**src/rtl/pipe_ctrl_pkg.sv**
```systemverilog
// Shared definitions for the pipeline sequencer: stall masks, exception
// codes, FSM state encoding and the redirect-target helper.
package pipe_ctrl_pkg;

    localparam logic Stop   = 1'b1;
    localparam logic NoStop = 1'b0;

    localparam logic [31:0] ZeroWord = 32'h0000_0000;
    localparam logic [31:0] EXC_ERET = 32'h0000_000e;

    // Bit 0 = PC ... bit 5 = WB. A stalled stage also freezes every
    // earlier stage, so each mask is a run of Stop bits from bit 0.
    localparam logic [5:0] STALL_MEM  = {NoStop, {5{Stop}}};
    localparam logic [5:0] STALL_EX   = {{2{NoStop}}, {4{Stop}}};
    localparam logic [5:0] STALL_ID   = {{3{NoStop}}, {3{Stop}}};
    localparam logic [5:0] STALL_IF   = {{4{NoStop}}, {2{Stop}}};
    localparam logic [5:0] STALL_NONE = {6{NoStop}};

    typedef enum logic [1:0] {
        ST_RUN       = 2'd0,
        ST_MEMWAIT   = 2'd1,
        ST_TOFLUSH   = 2'd2,
        ST_POSTFLUSH = 2'd3
    } state_e;

    // eret returns to EPC; every other exception enters the common handler.
    function automatic logic [31:0] redirect_pc(input logic [31:0] code,
                                                input logic [31:0] epc,
                                                input logic [31:0] vec);
        return (code == EXC_ERET) ? epc : vec;
    endfunction

endpackage

```
**src/rtl/pipe_ctrl_stall_watchdog.sv**
```systemverilog
// Watchdog for MEM-stage bus stalls: counts consecutive stalled cycles and
// flags when the count reaches TIMEOUT_CYC.
module stall_watchdog #(
    parameter int unsigned TIMEOUT_CYC = 255
) (
    input  logic clk,
    input  logic rst,        // synchronous, active low
    input  logic load_i,     // start a new stall episode at 1
    input  logic inc_i,      // one more stalled cycle
    input  logic clr_i,      // episode over
    output logic timeout_o
);

    localparam int W = $clog2(TIMEOUT_CYC + 1);
    localparam logic [W-1:0] LIMIT = W'(TIMEOUT_CYC);

    logic [W-1:0] cnt_q;
    logic [W-1:0] cnt_d;

    // Next count: clear beats load beats increment; hold at the limit.
    always_comb begin
        // NOTE: assign a default before any branch so no path leaves cnt_d unassigned (which would infer a latch).
        cnt_d = cnt_q;
        if (clr_i) begin
            cnt_d = '0;
        end else if (load_i) begin
            cnt_d = W'(1);
        end else if (inc_i && (cnt_q != LIMIT)) begin
            cnt_d = cnt_q + W'(1);
        end
    end

    // Count register with synchronous reset.
    always_ff @(posedge clk) begin
        // NOTE: state registers use <= so every flop samples pre-edge values regardless of block ordering.
        if (!rst) begin
            cnt_q <= '0;
        end else begin
            cnt_q <= cnt_d;
        end
    end

    assign timeout_o = (cnt_q == LIMIT);

endmodule

```
**src/rtl/pipe_ctrl.sv**
```systemverilog
// Central pipeline sequencer: merges stage stall requests, turns MEM-stage
// exceptions into a flush plus redirect, and converts hung bus accesses into
// a bus-error flush via the stall watchdog.
module pipe_ctrl
    import pipe_ctrl_pkg::*;
#(
    parameter int unsigned TIMEOUT_CYC = 255,
    parameter logic [31:0] EXC_VECTOR  = 32'h0000_0020,
    parameter logic [31:0] BUSERR_CODE = 32'h0000_0010
) (
    input  logic        clk,
    input  logic        rst,          // synchronous, active low
    input  logic        stallreq_if,
    input  logic        stallreq_id,
    input  logic        stallreq_ex,
    input  logic        stallreq_mem,
    input  logic [31:0] excepttype,
    input  logic [31:0] cp0_epc,
    output logic [5:0]  stall,
    output logic        flush,
    output logic [31:0] new_pc,
    output logic        bus_err,
    output logic [31:0] stall_cnt
);

    state_e      state_q, state_d;
    logic        bus_err_q;
    logic [31:0] stall_cnt_q;

    logic [5:0]  stall_c;
    logic        flush_c;
    logic [31:0] new_pc_c;
    logic        exc_take;
    logic        wd_load, wd_inc, wd_clr, wd_timeout;

    stall_watchdog #(
        .TIMEOUT_CYC (TIMEOUT_CYC)
    ) u_watchdog (
        .clk       (clk),
        .rst       (rst),
        .load_i    (wd_load),
        .inc_i     (wd_inc),
        .clr_i     (wd_clr),
        .timeout_o (wd_timeout)
    );

    // Same-cycle stall/flush/redirect decode and next-state selection.
    always_comb begin
        stall_c  = STALL_NONE;
        flush_c  = 1'b0;
        new_pc_c = ZeroWord;
        state_d  = state_q;
        wd_load  = 1'b0;
        wd_inc   = 1'b0;
        wd_clr   = 1'b0;

        if (stallreq_mem)      stall_c = STALL_MEM;
        else if (stallreq_ex)  stall_c = STALL_EX;
        else if (stallreq_id)  stall_c = STALL_ID;
        else if (stallreq_if)  stall_c = STALL_IF;

        // An exception is only taken once the MEM bus access has completed.
        exc_take = ((state_q == ST_RUN) || (state_q == ST_MEMWAIT)) &&
                   (excepttype != ZeroWord) && !stallreq_mem;

        unique case (state_q)
            ST_RUN: begin
                if (exc_take) begin
                    state_d = ST_POSTFLUSH;
                end else if (stallreq_mem) begin
                    state_d = ST_MEMWAIT;
                    wd_load = 1'b1;
                end
            end
            ST_MEMWAIT: begin
                if (!stallreq_mem) begin
                    wd_clr  = 1'b1;
                    state_d = exc_take ? ST_POSTFLUSH : ST_RUN;
                end else if (wd_timeout) begin
                    wd_clr  = 1'b1;
                    state_d = ST_TOFLUSH;
                end else begin
                    wd_inc  = 1'b1;
                end
            end
            ST_TOFLUSH: begin
                flush_c  = 1'b1;
                new_pc_c = redirect_pc(BUSERR_CODE, cp0_epc, EXC_VECTOR);
                state_d  = ST_POSTFLUSH;
            end
            ST_POSTFLUSH: begin
                // MEM holds a bubble this cycle, so exceptions are not looked at.
                if (stallreq_mem) begin
                    state_d = ST_MEMWAIT;
                    wd_load = 1'b1;
                end else begin
                    state_d = ST_RUN;
                end
            end
            default: state_d = ST_RUN;
        endcase

        if (exc_take) begin
            flush_c  = 1'b1;
            new_pc_c = redirect_pc(excepttype, cp0_epc, EXC_VECTOR);
        end

        // A flush kills every stage, so nothing may be held over it.
        if (flush_c) stall_c = STALL_NONE;
    end

    // FSM state, bus-error pulse and saturating stall-cycle counter.
    always_ff @(posedge clk) begin
        if (!rst) begin
            state_q     <= ST_RUN;
            bus_err_q   <= 1'b0;
            stall_cnt_q <= ZeroWord;
        end else begin
            state_q   <= state_d;
            bus_err_q <= (state_q == ST_TOFLUSH);
            if ((stall_c != STALL_NONE) && (stall_cnt_q != 32'hFFFF_FFFF)) begin
                stall_cnt_q <= stall_cnt_q + 32'd1;
            end
        end
    end

    assign stall     = stall_c;
    assign flush     = flush_c;
    assign new_pc    = new_pc_c;
    assign bus_err   = bus_err_q;
    assign stall_cnt = stall_cnt_q;

endmodule
```
**config.mk**
```make
export PLATFORM = sky130hd
export DESIGN_NAME = pipe_ctrl
export DESIGN_NICKNAME = d
export VERILOG_FILES = /design/src/rtl/pipe_ctrl_pkg.sv /design/src/rtl/pipe_ctrl_stall_watchdog.sv /design/src/rtl/pipe_ctrl.sv
export SDC_FILE = /design/constraint.sdc
export NUM_CORES = 1
export LEC_CHECK = 0
export ABC_AREA = 1
export BUFFER_PORTS_ARGS = -buffer_cell sky130_fd_sc_hd__buf_2
export CELL_PAD_IN_SITES_DETAIL_PLACEMENT = 1
export CELL_PAD_IN_SITES_GLOBAL_PLACEMENT = 2
export CORE_UTILIZATION = 23
export DETAILED_ROUTE_END_ITERATION = 8
export PLACE_DENSITY = 0.85
export SLEW_MARGIN = 20
export SYNTH_ARGS = -nofsm -noshare
export SYNTH_HDL_FRONTEND = slang
export SYNTH_SLANG_ARGS = --single-unit
```
**constraint.sdc**
```tcl
create_clock -name clk -period 1.9 [get_ports clk]
set_clock_uncertainty 0.15 [all_clocks]
set_input_delay 0.095 -clock clk [delete_from_list [all_inputs] [get_ports clk]]
set_output_delay 0.095 -clock clk [all_outputs]
set_load 0.02 [all_outputs]
```
==> flow_summary_export.csv, run 1 <==
group,metric,value,unit
detailed_routing,vias,4152,
die,rows,42,
detailed_routing,dr.first_iter.drc_count,136,
global_routing,antenna_found_initial,0,
clocking,cts-root-buf,"clkbuf_16",
power,pwr-share-comb,0.549,
clocking,h-tree-depth,2,
timing,fmax,516,MHz
timing,hold_viol,0,
layout,synthToLayoutAreaGrowth,79.9,%
power,p_sw,1.67,mW
logic_synthesis,ys_seq_area_frac,0.275,
logic_synthesis,ys_top_cells_by_count,"nand2_1, nor2_1, inv_1, dfxtp_1, a21oi_1",
global_routing,met1_usage,0.237,
power,power,4.09,mW
logic_synthesis,synth_cell_types,33,
layout,finish.utilization,0.425,
global_routing,grtUsageTotal,0.197,
timing,fin_ws,-0.0366,ns
setup_path,crit_chain,"inv_6, ha_4, inv_2, nand2_2, nand3_4, buf_8, clkbuf_16, nor2_4, buf_6",
global_routing,overflow,0,
logic_synthesis,synth_cells,518,
setup_path,required,1.65,ns
logic_synthesis,synth_edf_count,0,
global_routing,met2_usage,0.367,
detailed_routing,drtPass1Iterations,4,
power,seqPwrFrac,0.248,
setup_path,crit_arrival,1.69,ns
detailed_routing,drc,0,
timing,layout_min_cycle_time,1.94,ns
clocking,clk_latency,0.29,ns
logic_synthesis,synth_area_leaders,"dfxtp_1, nand2_1, nor2_1",
die,dieArea,14100,um^2
layout,fin_cells,906,
detailed_routing,routed_via_density,4.58,
logic_synthesis,syn_nets,595,
setup_path,reg2reg_slack,0,ns
logic_synthesis,yosysTopAreaCell,"dfxtp_1",
logic_synthesis,post-synth-top-count-cell,"nand2_1",
setup_path,cp_slowest_cell,"dfxtp_4",
die,initial_utilization,0.236,
power,swShare,0.409,
power,leakagePower,2.55,nW
detailed_routing,wirelength,14900,um
power,pwr_density_cell,727,nW/um^2
global_routing,grtUsageMet3,0.0304,
logic_synthesis,async_flop_share,0,
place,dpl-instance-area,4340,um^2
timing,maxSlewViolCount,0,
timing,setup_viol,7,
layout,num-nets-final,808,
place,pre_cts_ws,-0.0335,ns
layout,fin_area,5620,um^2
global_routing,grt_max_degree,33,
worst_hold_path,min_path_type,"input pin to flop",
place,globalplace.congestion,0.915,
detailed_routing,routedWlPerCell,16.5,um
power,internal-power,2.42,mW
job,cap_violations,0,
clocking,numCtsBuffers,5,
place,placed_cells,862,
die,coreArea,13200,um^2
run_status,status,"finished with violations",
run_status,violations,"negative setup slack",
logic_synthesis,syn_area_per_cell,6.04,um^2
logic_synthesis,ys_ff_latch,43,
clocking,clock_sinks,43,
die,io_pins,142,
global_routing,grt_pass1_vias,4290,
logic_synthesis,ys.flop_type,"dfxtp_1",
setup_path,cp_max_fo,8,
power,vdd_drop_max,0.363,mV
logic_synthesis,ys_warn_count,0,
place,dp_hpwl,10400,um
timing,fin_hold_ws,0.105,ns
setup_path,end_kind,"primary output",
place,portBuffers,140,
global_routing,grt_busiest_layer,"met2",
die,die_x,119,um
layout,drive_above_1_share,0.486,
setup_path,worst_path_largest_cell_delay,0.36,ns
power,clockPowerShare,0.203,
setup_path,path_class,"flop to primary output",
global_routing,grt_pass1_wl,22000,um
setup_path,crit_path_start_kind,"flop",
detailed_routing,antenna_left,0,
die,die_h,119,um
timing,setup_tns,-0.103,ns
clocking,cts_tree,"yes",
clocking,cts_buffer_depth,2,
timing,period_share,1.02,
logic_synthesis,netlist_area,3130,um^2
timing,rsz0062_at_grt,"yes",
clocking,clk_pin_slew_worst_paths,0.06,ns
layout,antennaDiodeCount,0,
logic_synthesis,synth_top_area_share,0.275,
final timing paths:
path / start / to / depth (start not counted)
hold reg to reg: u_watchdog.cnt_q[7] / u_watchdog.cnt_q[7] / 2
setup reg to reg: state_q[0] / stall_cnt[14] / 12
hold / removal: stallreq_mem / u_watchdog.cnt_q[0] / 5
setup / recovery: state_q[1] / new_pc[3] / 9
critical path: cells and delay by family, from the launching register on:
family | cells | cell delay (ns)
buffers and inverters | 5 | 0.58
adder cells (fa/ha/maj) | 1 | 0.14
AND/OR/NAND/NOR | 3 | 0.31
flip-flops | 1 | 0.36
power by group through the flow:
| stage | sequential [mW] | clock, mW | combinational, mW |
|---|---|---|---|
| after floorplan | 1.05 | 0 | 0.868 |
| after global placement | 1.00 | 0 | 1.35 |
| after detailed placement | 1.01 | 0 | 1.41 |
| after CTS | 1.01 | 0.856 | 2.12 |
| after global routing | 1.02 | 0.886 | 2.40 |
| final | 1.01 | 0.832 | 2.25 |
sequential cells by signal, indices dropped and copies added (netlist names):
name,cells
stall_cnt,32
u_watchdog.cnt_q,8
state_q,2
bus_err,1
metal layers:
metal,vias up,share of wire
li1,2042,-
met1,2021,0.41
met2,67,0.55
met3,22,0.024
met4,0,0.015
met5,-,0
repair_timing:
| item | in CTS | in global routing |
|---|---|---|
| gates resized for setup | 102 | 145 |
| gates cloned | 4 | 4 |
| endpoints found under the hold margin | 3 | 0 |
| pin swaps | 7 | 38 |
| buffers inserted | 17 | 16 |
| hold buffers | 1 | 0 |
| endpoints found under the setup margin | 47 | 73 |
cell usage in the layout (no fill, tap or decap), drive strengths merged:
cell | netlist | final
a21oi | 38 | 38
buf | 15 | 220
ha | 7 | 7
and2 | 2 | 2
dfxtp | 43 | 43
nand3 | 15 | 15
dlygate4sd3 | 0 | 1
conb | 1 | 1
o21a | 2 | 2
o21ai | 6 | 6
nor4 | 1 | 1
nor3 | 24 | 24
clkbuf | 3 | 9
xor2 | 21 | 21
nand2 | 177 | 177
nand4 | 9 | 9
o31ai | 1 | 1
nor2 | 86 | 86
nor3b | 2 | 2
and3 | 1 | 1
xnor2 | 10 | 10
o21bai | 1 | 1
inv | 53 | 53
logic make-up (layout without fill, tap and decap cells):
kind of cell / after synthesis / after routing / share of synthesized area
other: 1 / 1 / 0.00120
DFF: 43 / 43 / 0.275
xor gates and xnor gates: 31 / 31 / 0.0868
AOI/OAI and AO/OA: 48 / 48 / 0.0812
adders and majority gates: 7 / 7 / 0.0280
and+or+nand+nor: 317 / 317 / 0.427
buffers and inverters: 71 / 283 / 0.101
layout make-up:
type	instances	area, um^2
fillers	1683	7620
multi-input cells	404	2450
repair buffers	224	1720
flip-flops and latches	43	897
well taps	176	220
inverters	53	209
clock buffers	6	129
(Power assumes the default switching activity.)
==> run 2, diff against run 1 <==
--- a/config.mk
+++ b/config.mk
@@ -9,10 +9,12 @@
 export BUFFER_PORTS_ARGS = -buffer_cell sky130_fd_sc_hd__buf_2
 export CELL_PAD_IN_SITES_DETAIL_PLACEMENT = 1
 export CELL_PAD_IN_SITES_GLOBAL_PLACEMENT = 2
-export CORE_UTILIZATION = 23
+export CORE_UTILIZATION = 24
+export CTS_CLUSTER_DIAMETER = 80
 export DETAILED_ROUTE_END_ITERATION = 8
-export PLACE_DENSITY = 0.85
+export PLACE_DENSITY = 0.86
 export SLEW_MARGIN = 20
 export SYNTH_ARGS = -nofsm -noshare
 export SYNTH_HDL_FRONTEND = slang
+export SYNTH_HIERARCHICAL = 1
 export SYNTH_SLANG_ARGS = --single-unit
==> flow_summary_export.csv, run 2 <==
group,metric,value,unit
worst_hold_path,min_path_type,"input pin to flop",
setup_path,r2r_end,"stall_cnt[23]",
worst_hold_path,hold_end,"state_q[0]",
global_routing,grt_max_degree,33,
timing,period_share,1.04,
setup_path,worstReg2RegStart,"state_q[0]",
logic_synthesis,ys_ff_latch,43,
run_status,status,"finished with violations",
die,die_h,121,um
logic_synthesis,post-synth-top-count-cell,"nand2_1",
global_routing,grt_pass1_wl,22500,um
die,io_pins,142,
power,leakagePower,2.90,nW
detailed_routing,routed_via_density,4.52,
die,dieArea,14600,um^2
logic_synthesis,synth.area.mux_share,0,
place,dpl-instance-area,4870,um^2
clocking,cts-root-buf,"clkbuf_16",
logic_synthesis,ys.flop_type,"dfxtp_1",
place,globalplace.congestion,0.850,
detailed_routing,routedWlPerCell,15.7,um
die,rows,43,
logic_synthesis,synth-compound-area-share,0.0853,
power,pwr_density_cell,823,nW/um^2
clocking,clk_pin_slew_worst_paths,0.07,ns
detailed_routing,dr.first_iter.drc_count,132,
setup_path,worst_path_largest_cell_delay,0.37,ns
job,cap_violations,0,
layout,final_common_cell,"nand2_1",
setup_path,required,1.65,ns
global_routing,antenna_found_initial,0,
logic_synthesis,netlist_area,3390,um^2
logic_synthesis,async_flop_share,0,
timing,fmax,506,MHz
setup_path,crit_buf_inv,5,
worst_hold_path,min-delay-start,"stallreq_mem",
global_routing,met1_usage,0.197,
layout,antennaDiodeCount,0,
worst_hold_path,min_path_cells,6,
layout,fin_area,6140,um^2
logic_synthesis,ys_warn_count,6,
clocking,cts_buffer_depth,2,
setup_path,crit_chain,"inv_4, ha_4, inv_2, nand2_2, nand3_4, buf_12, clkbuf_16, nor2_4, buf_6",
detailed_routing,vias,4359,
logic_synthesis,synth_cell_types,32,
logic_synthesis,syn_nets,622,
logic_synthesis,yosys.area_share.adder,0.0221,
logic_synthesis,ys_top_cells_by_count,"nand2_1, nor2_1, inv_1, dfxtp_1, xor2_1",
timing,setup_viol,58,
clocking,clk_latency,0.30,ns
global_routing,met2_usage,0.408,
setup_path,crit_arrival,1.73,ns
clocking,cts_tree,"yes",
setup_path,crit_path_start_kind,"flop",
detailed_routing,drc,0,
logic_synthesis,yosys.area_share.simple,0.450,
layout,largest_reg_flops,32,
logic_synthesis,synth_top_family_by_area,"simple AND/OR/NAND/NOR gates",
setup_path,rr_worst_depth,12,
layout,num-nets-final,859,
setup_path,crit_family,"buffers and inverters",
timing,maxSlewViolCount,0,
timing,layout_min_cycle_time,1.98,ns
setup_path,path_class,"flop to primary output",
setup_path,reg2reg_slack,-0.07,ns
detailed_routing,antenna_left,0,
clocking,clock_sinks,43,
logic_synthesis,synth_edf_count,0,
die,coreArea,13800,um^2
global_routing,grt_pass1_vias,4729,
timing,setup_tns,-2.26,ns
layout,synthToLayoutAreaGrowth,81.1,%
global_routing,overflow,0,
logic_synthesis,synth_cells,546,
timing,rsz0062_at_grt,"yes",
layout,drive_above_1_share,0.487,
layout,final_cell_mix,"nand2_1, buf_2, buf_4",
die,die_x,121,um
detailed_routing,wirelength,15100,um
timing,fin_ws,-0.0761,ns
place,dp_hpwl,10400,um
logic_synthesis,yosysTopAreaCell,"dfxtp_1",
logic_synthesis,synth_area_leaders,"dfxtp_1, nand2_1, nor2_1",
logic_synthesis,ys_seq_area_frac,0.254,
setup_path,end_kind,"primary output",
global_routing,grtUsageMet3,0.0302,
place,portBuffers,140,
power,vdd_drop_max,0.419,mV
logic_synthesis,synth_xor_area_frac,0.0827,
clocking,numCtsBuffers,5,
logic_synthesis,synth_top_area_share,0.254,
timing,hold_viol,0,
global_routing,grtUsageTotal,0.196,
detailed_routing,drtPass1Iterations,4,
global_routing,grt_busiest_layer,"met2",
die,initial_utilization,0.245,
run_status,violations,"negative setup slack",
setup_path,cp_slowest_cell,"dfxtp_4",
clocking,h-tree-depth,2,
logic_synthesis,syn_area_per_cell,6.21,um^2
setup_path,cp_max_fo,8,
-- run 2: report_power, final --
part           leakage (nW)  internal, mW  total (mW)  switching [mW]
sequential            0.349         0.971        1.03          0.0591
combinational          2.47          1.41        2.97            1.56
clock                0.0868         0.655        1.05           0.397
-- run 2: per-layer routing --
| layer | routed length [um] | part of all wire |
|---|---|---|
| met3 | 669 | 0.044 |
| met2 | 8520 | 0.56 |
| met1 | 5700 | 0.38 |
| met4 | 259 | 0.017 |
| met5 | 0 | 0 |
-- run 2: per-stage QoR --
| step | worst slack, ns | total power [mW] | utilization | std cells | hold WS (ns) |
|---|---|---|---|---|---|
| finish | -0.0761 | 5.05 | 0.444 | 964 | 0.225 |
| global route | -0.156 | 5.30 | 0.444 | 964 | 0.315 |
| CTS | -0.0730 | 4.40 | 0.402 | 954 | 0.202 |
| detailed placement | -0.429 | 2.64 | 0.353 | 932 | 0.257 |
| global placement | -0.285 | 2.56 | 0.353 | 932 | 0.247 |
| floorplan | 0.0236 | 2.05 | - | 546 | 0.0426 |
-- run 2: cell type report --
class | instances | area (um^2)
flip-flops and latches | 43 | 868
repair buffers | 246 | 1960
fillers | 1716 | 7690
multi-input cells | 424 | 2660
inverters | 63 | 256
clock inverters | 2 | 35.0
clock buffers | 6 | 139
well taps | 180 | 225
-- run 2: cell families (layout without fill, tap and decap cells) --
family / Yosys count / count (layout)
buffers and inverters: 80 / 317
adders and majority gates: 6 / 6
xor gates and xnor gates: 32 / 32
and+or+nand+nor: 344 / 345
DFF: 43 / 43
other: 1 / 1
AOI/OAI and AO/OA: 40 / 40
-- run 2: worst reg2reg max path: cells and delay by family, from the launching register on --
kind | cells | cell delay, ns
buffers and inverters | 5 | 0.58
AOI/OAI and AO/OA | 1 | 0.12
adders and majority gates | 1 | 0.16
DFF | 1 | 0.39
and+or+nand+nor | 5 | 0.50
-- run 2: how the worst max path moves through the flow --
stage,slack (ns),startpoint,end,cells past startpoint
after floorplan,0.02,stall_cnt[1],stall_cnt[1],11
after global placement,-0.29,stall_cnt[0],stall_cnt[15],10
after detailed placement,-0.43,stall_cnt[0],stall_cnt[31],10
after CTS,-0.07,stall_cnt[0],stall_cnt[25],11
after global routing,-0.16,stall_cnt[0],stall_cnt[31],9
final,-0.08,state_q[0],new_pc[0],9
-- run 2: repair_timing --
action	4_1_cts	5_1_grt
setup buffers	10	8
resized for setup	86	123
pin swaps	19	33
endpoints found under the setup margin	69	70
gates cloned	3	3
hold buffers	1	0
endpoints found under the hold margin	3	0
==> run 3, diff against run 2 <==
--- a/config.mk
+++ b/config.mk
@@ -6,13 +6,14 @@
 export NUM_CORES = 1
 export LEC_CHECK = 0
 export ABC_AREA = 1
-export BUFFER_PORTS_ARGS = -buffer_cell sky130_fd_sc_hd__buf_2
+export BUFFER_PORTS_ARGS = -buffer_cell sky130_fd_sc_hd__buf_4
 export CELL_PAD_IN_SITES_DETAIL_PLACEMENT = 1
 export CELL_PAD_IN_SITES_GLOBAL_PLACEMENT = 2
-export CORE_UTILIZATION = 24
+export CORE_UTILIZATION = 26
 export CTS_CLUSTER_DIAMETER = 80
 export DETAILED_ROUTE_END_ITERATION = 8
-export PLACE_DENSITY = 0.86
+export MAX_ROUTING_LAYER = met4
+export PLACE_DENSITY = 0.91
 export SLEW_MARGIN = 20
 export SYNTH_ARGS = -nofsm -noshare
 export SYNTH_HDL_FRONTEND = slang
==> constraint.sdc (replaced) <==
create_clock -name clk -period 2.4 [get_ports clk]
set_clock_uncertainty 0.15 [all_clocks]
set_input_delay 0.12 -clock clk [delete_from_list [all_inputs] [get_ports clk]]
set_output_delay 0.12 -clock clk [all_outputs]
set_load 0.02 [all_outputs]
==> flow_summary_export.csv, run 3 (synthesized netlist as in run 2, its figures left out) <==
group,metric,value,unit
run_status,status,"finished, final reports clean",
power,vdd_drop_max,0.273,mV
timing,worst-slew-pin-transition,0.562,ns
timing,fmax,454,MHz
timing,maxSlewViolCount,0,
die,dieArea,13500,um^2
detailed_routing,dr.first_iter.drc_count,80,
clocking,clock_sinks,43,
timing,rsz0062_at_grt,"no",
clocking,cts_buffer_depth,2,
place,dp_hpwl,9560,um
worst_hold_path,min-delay-start,"stallreq_mem",
clocking,h-tree-depth,2,
clocking,cts_setup_buffers,0,
die,coreArea,12700,um^2
setup_path,crit_path_start_kind,"flop",
layout,antennaDiodeCount,0,
setup_path,path_class,"flop to primary output",
detailed_routing,drtPass1Iterations,4,
timing,maxSlewHeadroom,0.625,
global_routing,grtUsageTotal,0.185,
detailed_routing,vias,3830,
timing,setup_viol,0,
setup_path,reg2reg_slack,0.27,ns
worst_hold_path,hold_end,"state_q[0]",
clocking,numCtsBuffers,5,
clocking,clk_pin_slew_worst_paths,0.06,ns
clocking,clk_latency,0.29,ns
setup_path,rr_worst_depth,10,
global_routing,grt_pass1_wl,19100,um
die,initial_utilization,0.268,
power,pwr_density_cell,551,nW/um^2
layout,drive_above_1_share,0.319,
setup_path,r2r_end,"stall_cnt[30]",
global_routing,antenna_found_initial,0,
worst_hold_path,min_path_cells,5,
setup_path,worstReg2RegStart,"stall_cnt[0]",
die,die_h,116,um
setup_path,end_kind,"primary output",
job,cap_violations,0,
detailed_routing,routedWlPerCell,13.9,um
power,leakagePower,2.20,nW
timing,hold_viol,0,
setup_path,cp_max_fo,35,
layout,finish.utilization,0.380,
detailed_routing,wirelength,11900,um
setup_path,required,2.13,ns
timing,fin_hold_ws,0.115,ns
detailed_routing,antenna_left,0,
place,globalplace.congestion,0.819,
clocking,cts-root-buf,"clkbuf_16",
die,die_x,116,um
setup_path,crit_arrival,1.93,ns
place,dpl-instance-area,4640,um^2
global_routing,grt_max_degree,36,
layout,largest_reg_flops,32,
layout,final_common_cell,"nand2_1",
timing,setup_tns,0,ns
layout,synthToLayoutAreaGrowth,42.1,%
layout,num-nets-final,765,
layout,fin_area,4820,um^2
worst_hold_path,min_path_type,"input pin to flop",
die,rows,41,
layout,final_cell_mix,"nand2_1, buf_4, nor2_1",
detailed_routing,drc,0,
timing,layout_min_cycle_time,2.20,ns
clocking,cts_tree,"yes",
timing,period_share,0.917,
detailed_routing,routed_via_density,4.44,
die,io_pins,142,
global_routing,overflow,0,
global_routing,grt_pass1_vias,3872,
place,portBuffers,140,
==> run 3: changes by cell type in the layout (fill, tap and decap cells not counted), moves of 4 or more <==
cell     previous run  this run
buf_4              89       149
nand2_4            20         2
dfxtp_1            39        43
nor2_2             10         3
buf_2             103         0
nand2_1           155       163
nand2_2            12        23
buf_12             11         2
inv_1              55        62
nor2_1             60        98
buf_6              37         0
nor2_4             36         5
==> run 3: critical path, cell delays in order (launching register included) <==
cell     delay [ns]
dfxtp_1        0.37
inv_1          0.09
ha_1           0.25
inv_1          0.09
nand2_1        0.09
nand3_2        0.13
buf_12         0.20
inv_1          0.09
o21ai_0        0.07
o21ai_0        0.10
buf_4          0.17
==> run 3: final cells by class <==
type                            count  area, um^2
Sequential cell                    43         861
Fill cell                        1669        7860
Clock buffer                        7         133
Timing Repair Buffer              152        1170
Inverter                           63         236
Tap cell                          172         215
Multi-Input combinational cell    424        2200
Clock inverter                      1        5.00
==> run 3: what timing repair did <==
action / in CTS / in global routing
endpoints found under the hold margin: 4 / 0
resized for setup: 0 / 5
hold buffers: 1 / 0
endpoints found under the setup margin: 0 / 35
==> run 3: worst max-delay path by stage <==
stage,from,to,cells past startpoint
after detailed placement,state_q[0],stall_cnt[18],9
after floorplan,u_watchdog/cnt_q[0],state_q[1],10
after CTS,state_q[0],new_pc[5],10
after global routing,state_q[1],new_pc[5],10
after global placement,stall_cnt[0],stall_cnt[17],10
final,state_q[0],new_pc[5],10
==> run 3: metal layers <==
layer  wire (um)  global-route usage  vias up
met1        5240               0.214     1794
met3         302              0.0239        9
met5           0                   -        -
li1            -                   -     1967
met2        6320               0.342       60
met4          78              0.0308        0
==> run 3: metrics by stage <==
step | cells | power, mW | worst slack [ns]
finish | 862 | 2.65 | 0.199
global route | 862 | 2.83 | 0.0219
CTS | 861 | 2.63 | 0.0104
detailed placement | 852 | 1.95 | 0.0273
global placement | 852 | 1.90 | 0.168
floorplan | 546 | 1.62 | 0.318
==> run 3: power breakdown <==
| group | internal [mW] | switching, mW |
|---|---|---|
| registers | 0.759 | 0.0478 |
| clock network | 0.386 | 0.290 |
| logic | 0.427 | 0.742 |
